[src/rtl/beat_tracker.sv]
// Beat tracker: edge-detects the beat level, applies a refractory lockout, measures
// the interval between accepted beats and converts it to BPM with a restoring divider.
module beat_tracker #(
    parameter int CLK_FREQ_HZ    = 50_000_000,
    parameter int LOCKOUT_CYCLES = 15_000_000,
    parameter int TIMEOUT_CYCLES = 100_000_000,
    parameter int INTERVAL_WIDTH = 32
) (
    input  logic                      clk,
    input  logic                      rst_n,
    input  logic                      beat_pulse,
    output logic                      beat_event,
    output logic [INTERVAL_WIDTH-1:0] beat_interval,
    output logic                      interval_valid,
    output logic [7:0]                bpm,
    output logic                      bpm_valid
);
    localparam int W         = INTERVAL_WIDTH;
    localparam int LOCK_W    = $clog2(LOCKOUT_CYCLES + 1);
    localparam int DIV_CNT_W = $clog2(W + 1);

    localparam logic [W-1:0]         K_CONST     = W'(64'(60) * 64'(CLK_FREQ_HZ));
    localparam logic [W-1:0]         TIMEOUT_VAL = W'(TIMEOUT_CYCLES);
    localparam logic [LOCK_W-1:0]    LOCK_VAL    = LOCK_W'(LOCKOUT_CYCLES);

    typedef enum logic [1:0] {
        IDLE,
        FIRST,
        TRACK
    } state_t;

    state_t r_state;
    state_t w_state_next;

    logic              r_bp_q;
    logic [LOCK_W-1:0] r_lock_cnt;
    logic [W-1:0]      r_int_cnt;

    logic w_edge;
    logic w_timeout;
    logic w_accept;
    logic w_latch;

    // The dividend register shifts out MSB-first while quotient bits shift in at the LSB.
    logic [W-1:0]         r_div_q;
    logic [W-1:0]         r_div_rem;
    logic [W-1:0]         r_div_den;
    logic [DIV_CNT_W-1:0] r_div_cnt;
    logic                 r_div_busy;
    logic                 r_bpm_load;
    logic [7:0]           r_bpm_sat;

    logic [W:0]   w_shift;
    logic         w_ge;
    logic [W-1:0] w_sub;

    always_comb begin
        w_state_next = r_state;
        w_latch      = 1'b0;
        w_edge       = beat_pulse & ~r_bp_q;
        w_timeout    = (r_state != IDLE) && (r_int_cnt == TIMEOUT_VAL);
        w_accept     = w_edge && (r_lock_cnt == '0) && !w_timeout;
        case (r_state)
            IDLE: begin
                if (w_accept) begin
                    w_state_next = FIRST;
                end
            end
            FIRST, TRACK: begin
                if (w_timeout) begin
                    w_state_next = IDLE;
                end else if (w_accept) begin
                    w_state_next = TRACK;
                    w_latch      = 1'b1;
                end
            end
            default: w_state_next = IDLE;
        endcase
    end

    always_ff @(posedge clk or negedge rst_n) begin
        if (!rst_n) begin
            r_state <= IDLE;
        end else begin
            r_state <= w_state_next;
        end
    end

    always_ff @(posedge clk or negedge rst_n) begin
        if (!rst_n) begin
            r_bp_q         <= 1'b0;
            r_lock_cnt     <= '0;
            r_int_cnt      <= '0;
            beat_event     <= 1'b0;
            interval_valid <= 1'b0;
            beat_interval  <= '0;
        end else begin
            r_bp_q         <= beat_pulse;
            beat_event     <= w_accept;
            interval_valid <= w_latch;

            if (w_accept) begin
                r_lock_cnt <= LOCK_VAL;
            end else if (r_lock_cnt != '0) begin
                r_lock_cnt <= r_lock_cnt - LOCK_W'(1);
            end

            // The count is cycles since the last accepted beat, so the interval is count+1.
            if (w_timeout || w_accept) begin
                r_int_cnt <= '0;
            end else if ((r_state != IDLE) && (r_int_cnt != TIMEOUT_VAL)) begin
                r_int_cnt <= r_int_cnt + W'(1);
            end

            if (w_latch) begin
                beat_interval <= r_int_cnt + W'(1);
            end
        end
    end

    always_comb begin
        w_shift = {r_div_rem, r_div_q[W-1]};
        w_ge    = (w_shift >= {1'b0, r_div_den});
        w_sub   = w_shift[W-1:0] - r_div_den;
    end

    always_ff @(posedge clk or negedge rst_n) begin
        if (!rst_n) begin
            r_div_q    <= '0;
            r_div_rem  <= '0;
            r_div_den  <= '0;
            r_div_cnt  <= '0;
            r_div_busy <= 1'b0;
            r_bpm_load <= 1'b0;
            r_bpm_sat  <= '0;
            bpm        <= '0;
            bpm_valid  <= 1'b0;
        end else begin
            r_bpm_load <= 1'b0;
            if (w_latch) begin
                r_div_q    <= K_CONST;
                r_div_rem  <= '0;
                r_div_den  <= r_int_cnt + W'(1);
                r_div_cnt  <= DIV_CNT_W'(W);
                r_div_busy <= 1'b1;
            end else if (r_div_busy) begin
                if (r_div_cnt != '0) begin
                    r_div_rem <= w_ge ? w_sub : w_shift[W-1:0];
                    r_div_q   <= {r_div_q[W-2:0], w_ge};
                    r_div_cnt <= r_div_cnt - DIV_CNT_W'(1);
                end else begin
                    // Saturate in a separate stage so bpm only ever sees a finished result.
                    r_bpm_sat  <= (|r_div_q[W-1:8]) ? 8'hFF : r_div_q[7:0];
                    r_div_busy <= 1'b0;
                    r_bpm_load <= 1'b1;
                end
            end

            if (w_timeout) begin
                bpm       <= '0;
                bpm_valid <= 1'b0;
            end else if (r_bpm_load) begin
                bpm       <= r_bpm_sat;
                bpm_valid <= 1'b1;
            end
        end
    end

endmodule

[config.mk]
export PLATFORM = sky130hd
export DESIGN_NAME = beat_tracker
export DESIGN_NICKNAME = d
export VERILOG_FILES = /design/src/rtl/beat_tracker.sv
export SDC_FILE = /design/constraint.sdc
export NUM_CORES = 1
export LEC_CHECK = 0
export BUFFER_PORTS_ARGS = -buffer_cell sky130_fd_sc_hd__buf_2
export CAP_MARGIN = 0
export CORE_MARGIN = 4
export CORE_UTILIZATION = 56
export DETAILED_ROUTE_END_ITERATION = 10
export PLACE_DENSITY = 0.76
export SYNTH_ARGS = -nofsm -noshare
export SYNTH_HDL_FRONTEND = slang
export SYNTH_SLANG_ARGS = --single-unit
[constraint.sdc]
create_clock -name clk -period 2.7 [get_ports clk]
set_input_delay 0.27 -clock clk [delete_from_list [all_inputs] [get_ports clk]]
set_output_delay 0.27 -clock clk [all_outputs]
set_load 0.05 [all_outputs]
==> results of run 1 <==
==> path summary, 6_finish.rpt <==
check                               from            end  slack [ns]  cells past startpoint
max                         r_div_rem[0]  r_div_rem[30]       -0.11                     11
min                           beat_pulse         r_bp_q        0.03                      1
max reg2reg                 r_div_rem[0]  r_div_rem[30]       -0.11                     11
min reg2reg                r_lock_cnt[9]  r_lock_cnt[9]        0.49                      1
max in group asynchronous          rst_n   r_bpm_sat[7]        1.59                      3
min in group asynchronous          rst_n  r_int_cnt[15]        0.36                      2
==> cell type report <==
type                    instances  area share (%)
inverters                      54            1.56
flip-flops and latches        182            34.0
well taps                     229            2.12
clock inverters                12            1.42
repair buffers                224            14.0
clock buffers                  20            3.31
multi-input cells             902            43.7
==> metal layers <==
metal	vias up	share of wire (%)	GRT usage [%]
met5	-	0	0
met4	0	4.2	11.5
met3	101	6.2	3.64
met2	425	49	45.4
met1	4796	41	38.5
li1	4571	-	-
==> registers in the layout, summed over array words and instances (netlist names), 2 cells and up <==
| signal | flops |
|---|---|
| r_div_cnt | 6 |
| r_div_q | 32 |
| r_int_cnt | 32 |
| r_state | 2 |
| bpm | 8 |
| r_div_den | 32 |
| r_div_rem | 32 |
| r_bpm_sat | 8 |
| r_lock_cnt | 24 |
==> logic make-up after synthesis <==
| logic type | synth area share (%) |
|---|---|
| xor+xnor | 6.34 |
| compound gates | 17.9 |
| fa+ha+maj | 5.15 |
| buf+inv | 4.53 |
| flops | 44.0 |
| simple gates | 20.5 |
| mux | 1.64 |
==> Yosys cell counts, types with 8 or more instances <==
cell type	instances
and3_1	17
o21ai_0	107
clkbuf_1	46
inv_1	52
nand4_1	16
xor2_1	35
nand2_1	172
o21ai_1	22
nor4_1	20
a21o_1	15
mux2i_1	17
a21oi_1	116
nor3_1	21
o31ai_1	18
nor2_1	98
dfrtp_1	182
nand3_1	40
ha_1	41
xnor2_1	40
and2_1	8
==> power by group through the flow <==
stage | Clock (mW) | Combinational, mW | Sequential, mW
final | 2.75 | 0.0660 | 2.73
after global routing | 2.87 | 0.0774 | 2.72
after CTS | 2.77 | 0.0693 | 2.73
after detailed placement | 0 | 0.0684 | 2.78
after global placement | 0 | 0.0675 | 2.78
after floorplan | 0 | 0.000378 | 2.78
==> metrics by stage <==
stage                     setup WS, ns  TNS [ns]  instance area, um2
final                           -0.110    -0.454               13500
after detailed placement        -0.285    -11.22               12000
after global routing            -0.166     -2.98               13500
after global placement          -0.207     -6.14               12000
after CTS                      -0.0169   -0.0259               12900
after floorplan                0.00332         0               10400
==> what timing repair did <==
item,in CTS,in global routing
hold endpoints to repair,58,0
gates resized for setup,28,132
endpoints found under the setup margin,88,99
pin swaps,11,34
cloned,2,5
hold buffers,1,0
setup buffers,3,10
==> reports/results.tsv, run 1 <==
stage	metric	value	unit
cells_and_area	layout.nets	1426	
logic_synthesis	synth_area_leader_cell	dfrtp_1	
clocking	insertion_delay	0.44	ns
sta	rsz0062_at_grt	true	
drt	totalWireLength	30800	um
power	p_per_area	411	nW/um2
sta	slew_headroom	21.9	%
sta	fmax	0.356	GHz
drt	postRouteAntennaNets	0	
flow_run	maxCapViolCount	0	
floorplanning	core	18100	um2
min_path	min_path_type	in2reg	
cells_and_area	drive_above_1_share	27.8	%
clocking	cts_num_sinks	182	
clocking	numCtsBuffers	17	
sta	fin_hold_ws	0.0281	ns
power	power_leakage	6.30	nW
worst_setup_path	end_kind	flip-flop	
logic_synthesis	yosys_warnings	0	
cells_and_area	postLayoutCoreUtil	74.6	%
drt	drcViolationCount	0	
sta	fin_crit_sh	104	%
logic_synthesis	avgSynthCellArea	8.64	um2
cells_and_area	final_cell_mix	nand2_1 (166), dfrtp_1 (160), buf_4 (155), a21oi_1 (96), nor2_1 (80)	
cells_and_area	regArea	4580	um2
clocking	cts_root_buffer	clkbuf_16	
power	power.share.clock	49.6	%
logic_synthesis	ys_seq_elements	182	
cells_and_area	multi_input_area	5890	um2
logic_synthesis	synthFlopType	dfrtp_1	
sta	slew_viol_final	0	
sta	worst_slew_pin_slew	1.14	ns
global_route	grt_max_degree	98	
power	p_seq_share	49.2	%
cells_and_area	layout_commonest_cell	nand2_1	
place	gp_congestion	0.979	
floorplanning	fp-row-count	49	
logic_synthesis	synthesis.area	10400	um2
worst_setup_path	cp_slowest_stage_delay	0.44	ns
drt	post_drt_via_cell_ratio	6.10	
logic_synthesis	async_reset_ff_share	100	%
power	internal_power	4.33	mW
floorplanning	die_y	144	um
sta	hold_violations	0	
logic_synthesis	synth_edf_count	0	
drt	routedWlPerCell	19.0	um
worst_setup_path	critPathRequiredTime	3.07	ns
drt	drt_iter0_markers	809	
floorplanning	ioPinCount	46	
cells_and_area	fin_cells	1623	
floorplanning	initial_core_util	57.3	%
global_route	grt_overflow	0	
place	place_inst	1571	
outcome	status	complete, but fails checks	
worst_setup_path	cp_common_cell	a21oi_2	
power	ir_worst_vdd	0.454	mV
sta	finalSetupViolCount	12	
worst_setup_path	worst-path-buf-inv	2	
logic_synthesis	synth_area_leaders	dfrtp_1 (44%), nand2_1 (6.2%), a21oi_1 (5.6%), o21ai_0 (5.2%), ha_1 (5.0%)	
logic_synthesis	yosysUniqueCellTypes	69	
sta	period_minus_slack	2.81	ns
logic_synthesis	synthCells	1199	
global_route	antenna_found_initial	0	
power	combPwrFrac	1.2	%
cells_and_area	syn2layout_area_growth	30.2	%
global_route	grt_pass1_wl	46300	um
drt	vias	9893	
power	switching_share	21.8	%
logic_synthesis	synth_top_area_share	44.0	%
clocking	cts_tree	yes	
floorplanning	dieArea	20700	um2
sta	fin_skew	0.0122	ns
power	finalPower	5.54	mW
sta	setup_slack	-0.110	ns
cells_and_area	diodes	0	
global_route	grt_pass1_vias	9320	
worst_setup_path	critical-path-slowest-cell	dfrtp_1	
global_route	gr-usage-all-layers	28.1	%
worst_setup_path	timing_worst_setup_path_type	reg2reg	
worst_setup_path	cp_cell_sequence	ha_4 > nor2b_4 > o2111ai_4 > a21oi_2 > o211a_1 > o21ai_2 > o31a_4 > buf_6 > buf_16 > o31a_1 > a21oi_2	
cells_and_area	nFillCells	1164	
place	portBuffers	45	
worst_setup_path	cp-start-kind	flip-flop	
worst_setup_path	path_delay_family	compound AO/OA/AOI/OAI gates	
floorplanning	die_w	144	um
logic_synthesis	syn_nets	1244	
worst_setup_path	worst_ep_arrival_time	3.18	ns
power	net-switching-power	1.21	mW
outcome	violations	negative setup slack	
drt	drtPass1Iterations	7	
place	dp_hpwl	19500	um
clocking	clkTransAtPathRegs	0.07	ns
worst_setup_path	cp_max_fo	5	
clocking	h-tree-depth	4	
logic_synthesis	ys_seq_area_share	44.0	%
clocking	cts.path.max_buffers	2	
(Power assumes the default switching activity.)
==> run 2, diff against run 1 <==
--- a/config.mk
+++ b/config.mk
@@ -8,9 +8,10 @@
 export BUFFER_PORTS_ARGS = -buffer_cell sky130_fd_sc_hd__buf_2
 export CAP_MARGIN = 0
 export CORE_MARGIN = 4
-export CORE_UTILIZATION = 56
+export CORE_UTILIZATION = 50
 export DETAILED_ROUTE_END_ITERATION = 10
-export PLACE_DENSITY = 0.76
+export PLACE_DENSITY = 0.69
+export SKIP_LAST_GASP = 1
 export SYNTH_ARGS = -nofsm -noshare
 export SYNTH_HDL_FRONTEND = slang
 export SYNTH_SLANG_ARGS = --single-unit
==> run 2 against run 1 <==
The flow still finishes with violations (negative setup slack). Critical endpoint is now r_div_rem[5]. Non-clock buffer count down 4. Register-to-register slack better by 0.02 ns. Sequential share of layout area up 0.17 points. Largest cell class unchanged. Die area up 11%. Hold slack better by 0.38 ns.
==> reports/results.tsv, run 2 (synthesized netlist as in run 1, its figures left out) <==
stage	metric	value	unit	change
worst_setup_path	end_kind	flip-flop		
global_route	grtUsageMet2	37.9	%	-7.5 points
drt	vias	9571		-3.3%
drt	postRouteAntennaNets	0		unchanged
floorplanning	dieArea	23100	um2	+11%
flow_run	maxCapViolCount	0		unchanged
global_route	busiest_layer	met2		
outcome	violations	negative setup slack		
floorplanning	initial_core_util	51.0	%	-6.2 points
clocking	cts_num_sinks	182		unchanged
sta	rsz0062_at_grt	true		
place	portBuffers	45		unchanged
worst_setup_path	worst_ep_arrival_time	3.11	ns	-0.07 ns
sta	fin_crit_sh	103	%	-0.69 points
worst_setup_path	cp-start-kind	flip-flop		
floorplanning	core	20300	um2	+12%
cells_and_area	layout.nets	1423		-0.21%
sta	slew_headroom	42.1	%	+20 points
outcome	status	complete, but fails checks		
global_route	grt_max_degree	79		-19%
clocking	h-tree-depth	4		unchanged
global_route	antenna_found_initial	0		unchanged
place	dpl_cell_area	11900	um2	-0.95%
cells_and_area	layout_commonest_cell	nand2_1		
floorplanning	die_w	152	um	+5.5%
sta	worst_slew_pin_slew	0.869	ns	-0.273 ns
clocking	cts.path.max_buffers	2		unchanged
worst_setup_path	cp_max_fo	5		unchanged
sta	finalSetupViolCount	45		+33
clocking	numCtsBuffers	17		unchanged
power	ir_worst_vdd	0.335	mV	-26%
clocking	insertion_delay	0.44	ns	about the same
global_route	grt_pass1_wl	45000	um	-2.9%
global_route	gr-usage-all-layers	23.4	%	-4.6 points
floorplanning	die_y	152	um	+5.5%
drt	totalWireLength	29200	um	-5.1%
power	p_per_area	404	nW/um2	-1.7%
drt	drtPass1Iterations	7		unchanged
sta	setup_slack	-0.0917	ns	+0.0187 ns
place	dp_hpwl	19400	um	-0.34%
cells_and_area	nFillCells	1631		+40%
sta	fin_hold_ws	0.405	ns	+0.377 ns
cells_and_area	drive_above_1_share	26.0	%	-1.8 points
drt	drcViolationCount	0		unchanged
cells_and_area	syn2layout_area_growth	29.6	%	
global_route	grt_pass1_vias	8863		-4.9%
cells_and_area	fin_cells	1661		+2.3%
sta	hold_violations	0		unchanged
power	power_leakage	6.32	nW	+0.34%
global_route	grt_overflow	0		unchanged
cells_and_area	fin_area	13400	um2	-0.49%
global_route	met3_usage	3.53	%	-0.11 points
cells_and_area	diodes	0		unchanged
clocking	cts_tree	yes		
worst_setup_path	timing_worst_setup_path_type	reg2reg		
drt	post_drt_via_cell_ratio	5.76		-5.5%
sta	slew_viol_final	0		unchanged
sta	fin_skew	0.0133	ns	+0.00108 ns
min_path	min_path_type	in2async		
worst_setup_path	critPathLaunch	r_lock_cnt[19]		
drt	drt_iter0_markers	752		-7.0%
clocking	clkTransAtPathRegs	0.08	ns	about the same
floorplanning	ioPinCount	46		unchanged
worst_setup_path	rr_startpoint	r_lock_cnt[19]		
sta	setup-tns-final	-1.57	ns	-1.12 ns
drt	routedWlPerCell	17.6	um	-7.3%
clocking	cts_root_buffer	clkbuf_16		
cells_and_area	final_cell_mix	nand2_1 (171), dfrtp_1 (160), buf_4 (142), a21oi_1 (102), nor2_1 (89)		
sta	period_minus_slack	2.79	ns	-0.0187 ns
floorplanning	fp-row-count	52		+6.1%
global_route	grtUsageMet1	33.3	%	-5.2 points
place	gp_congestion	0.902		-7.9%
sta	fmax	0.358	GHz	+0.67%
worst_setup_path	critPathRequiredTime	3.02	ns	-0.05 ns
place	place_ws	-0.199	ns	+0.0859 ns
place	place_inst	1590		+1.2%
[run 2: routing by layer]
layer  wire length (um)  share of wire [%]
met1              13100                 45
met2              14400                 49
met3               1360                4.6
met4                369                1.3
met5                  0                  0
[run 2: through the flow]
stage               power, mW  util, %
floorplan                2.78        -
global placement         2.85     58.5
detailed placement       2.85     58.5
CTS                      5.45     62.2
global route             5.60     66.1
finish                   5.42     66.1
[run 2: what timing repair did]
action	4_1_cts	5_1_grt
hold buffers	2	0
setup endpoints to repair	16	132
setup buffers	2	25
pin swaps	7	26
gates cloned	0	11
gates resized for setup	23	112
endpoints found under the hold margin	73	0
[run 2: path summary, 6_finish.rpt]
kind	cells past startpoint	slack (ns)	end
max in group asynchronous	3	1.48	r_lock_cnt[2]
min in group clk	2	0.49	bpm_valid
hold reg to reg	2	0.49	bpm_valid
setup reg to reg	11	-0.09	r_div_rem[5]
hold / removal	2	0.40	r_bpm_load
setup / recovery	11	-0.09	r_div_rem[5]
[run 2: final cells by class]
type | instances | area, um2 | share of cell area, %
Inverter | 54 | 220 | 1.64
Clock buffer | 17 | 425 | 3.17
Timing Repair Buffer | 220 | 1880 | 14.0
Tap cell | 270 | 338 | 2.52
Multi-Input combinational cell | 903 | 5780 | 43.1
Clock inverter | 15 | 195 | 1.45
Sequential cell | 182 | 4580 | 34.1
[run 2: power breakdown]
| part | total, mW | switching [mW] | internal [mW] |
|---|---|---|---|
| clock network | 2.63 | 1.27 | 1.36 |
| logic | 0.0667 | 0.0562 | 0.0105 |
| registers | 2.72 | 0.000251 | 2.72 |
[run 2: critical path, cell delays in order, from the launching register on]
cell and delay (ns):
dfrtp_1 0.42, nor4_4 0.29, or4b_4 0.51, nor4_4 0.37, nand3b_4 0.14, or2_4 0.27, inv_6 0.08, buf_4 0.13
nand2_4 0.09, clkbuf_16 0.20, o21ai_0 0.08, a21oi_1 0.07
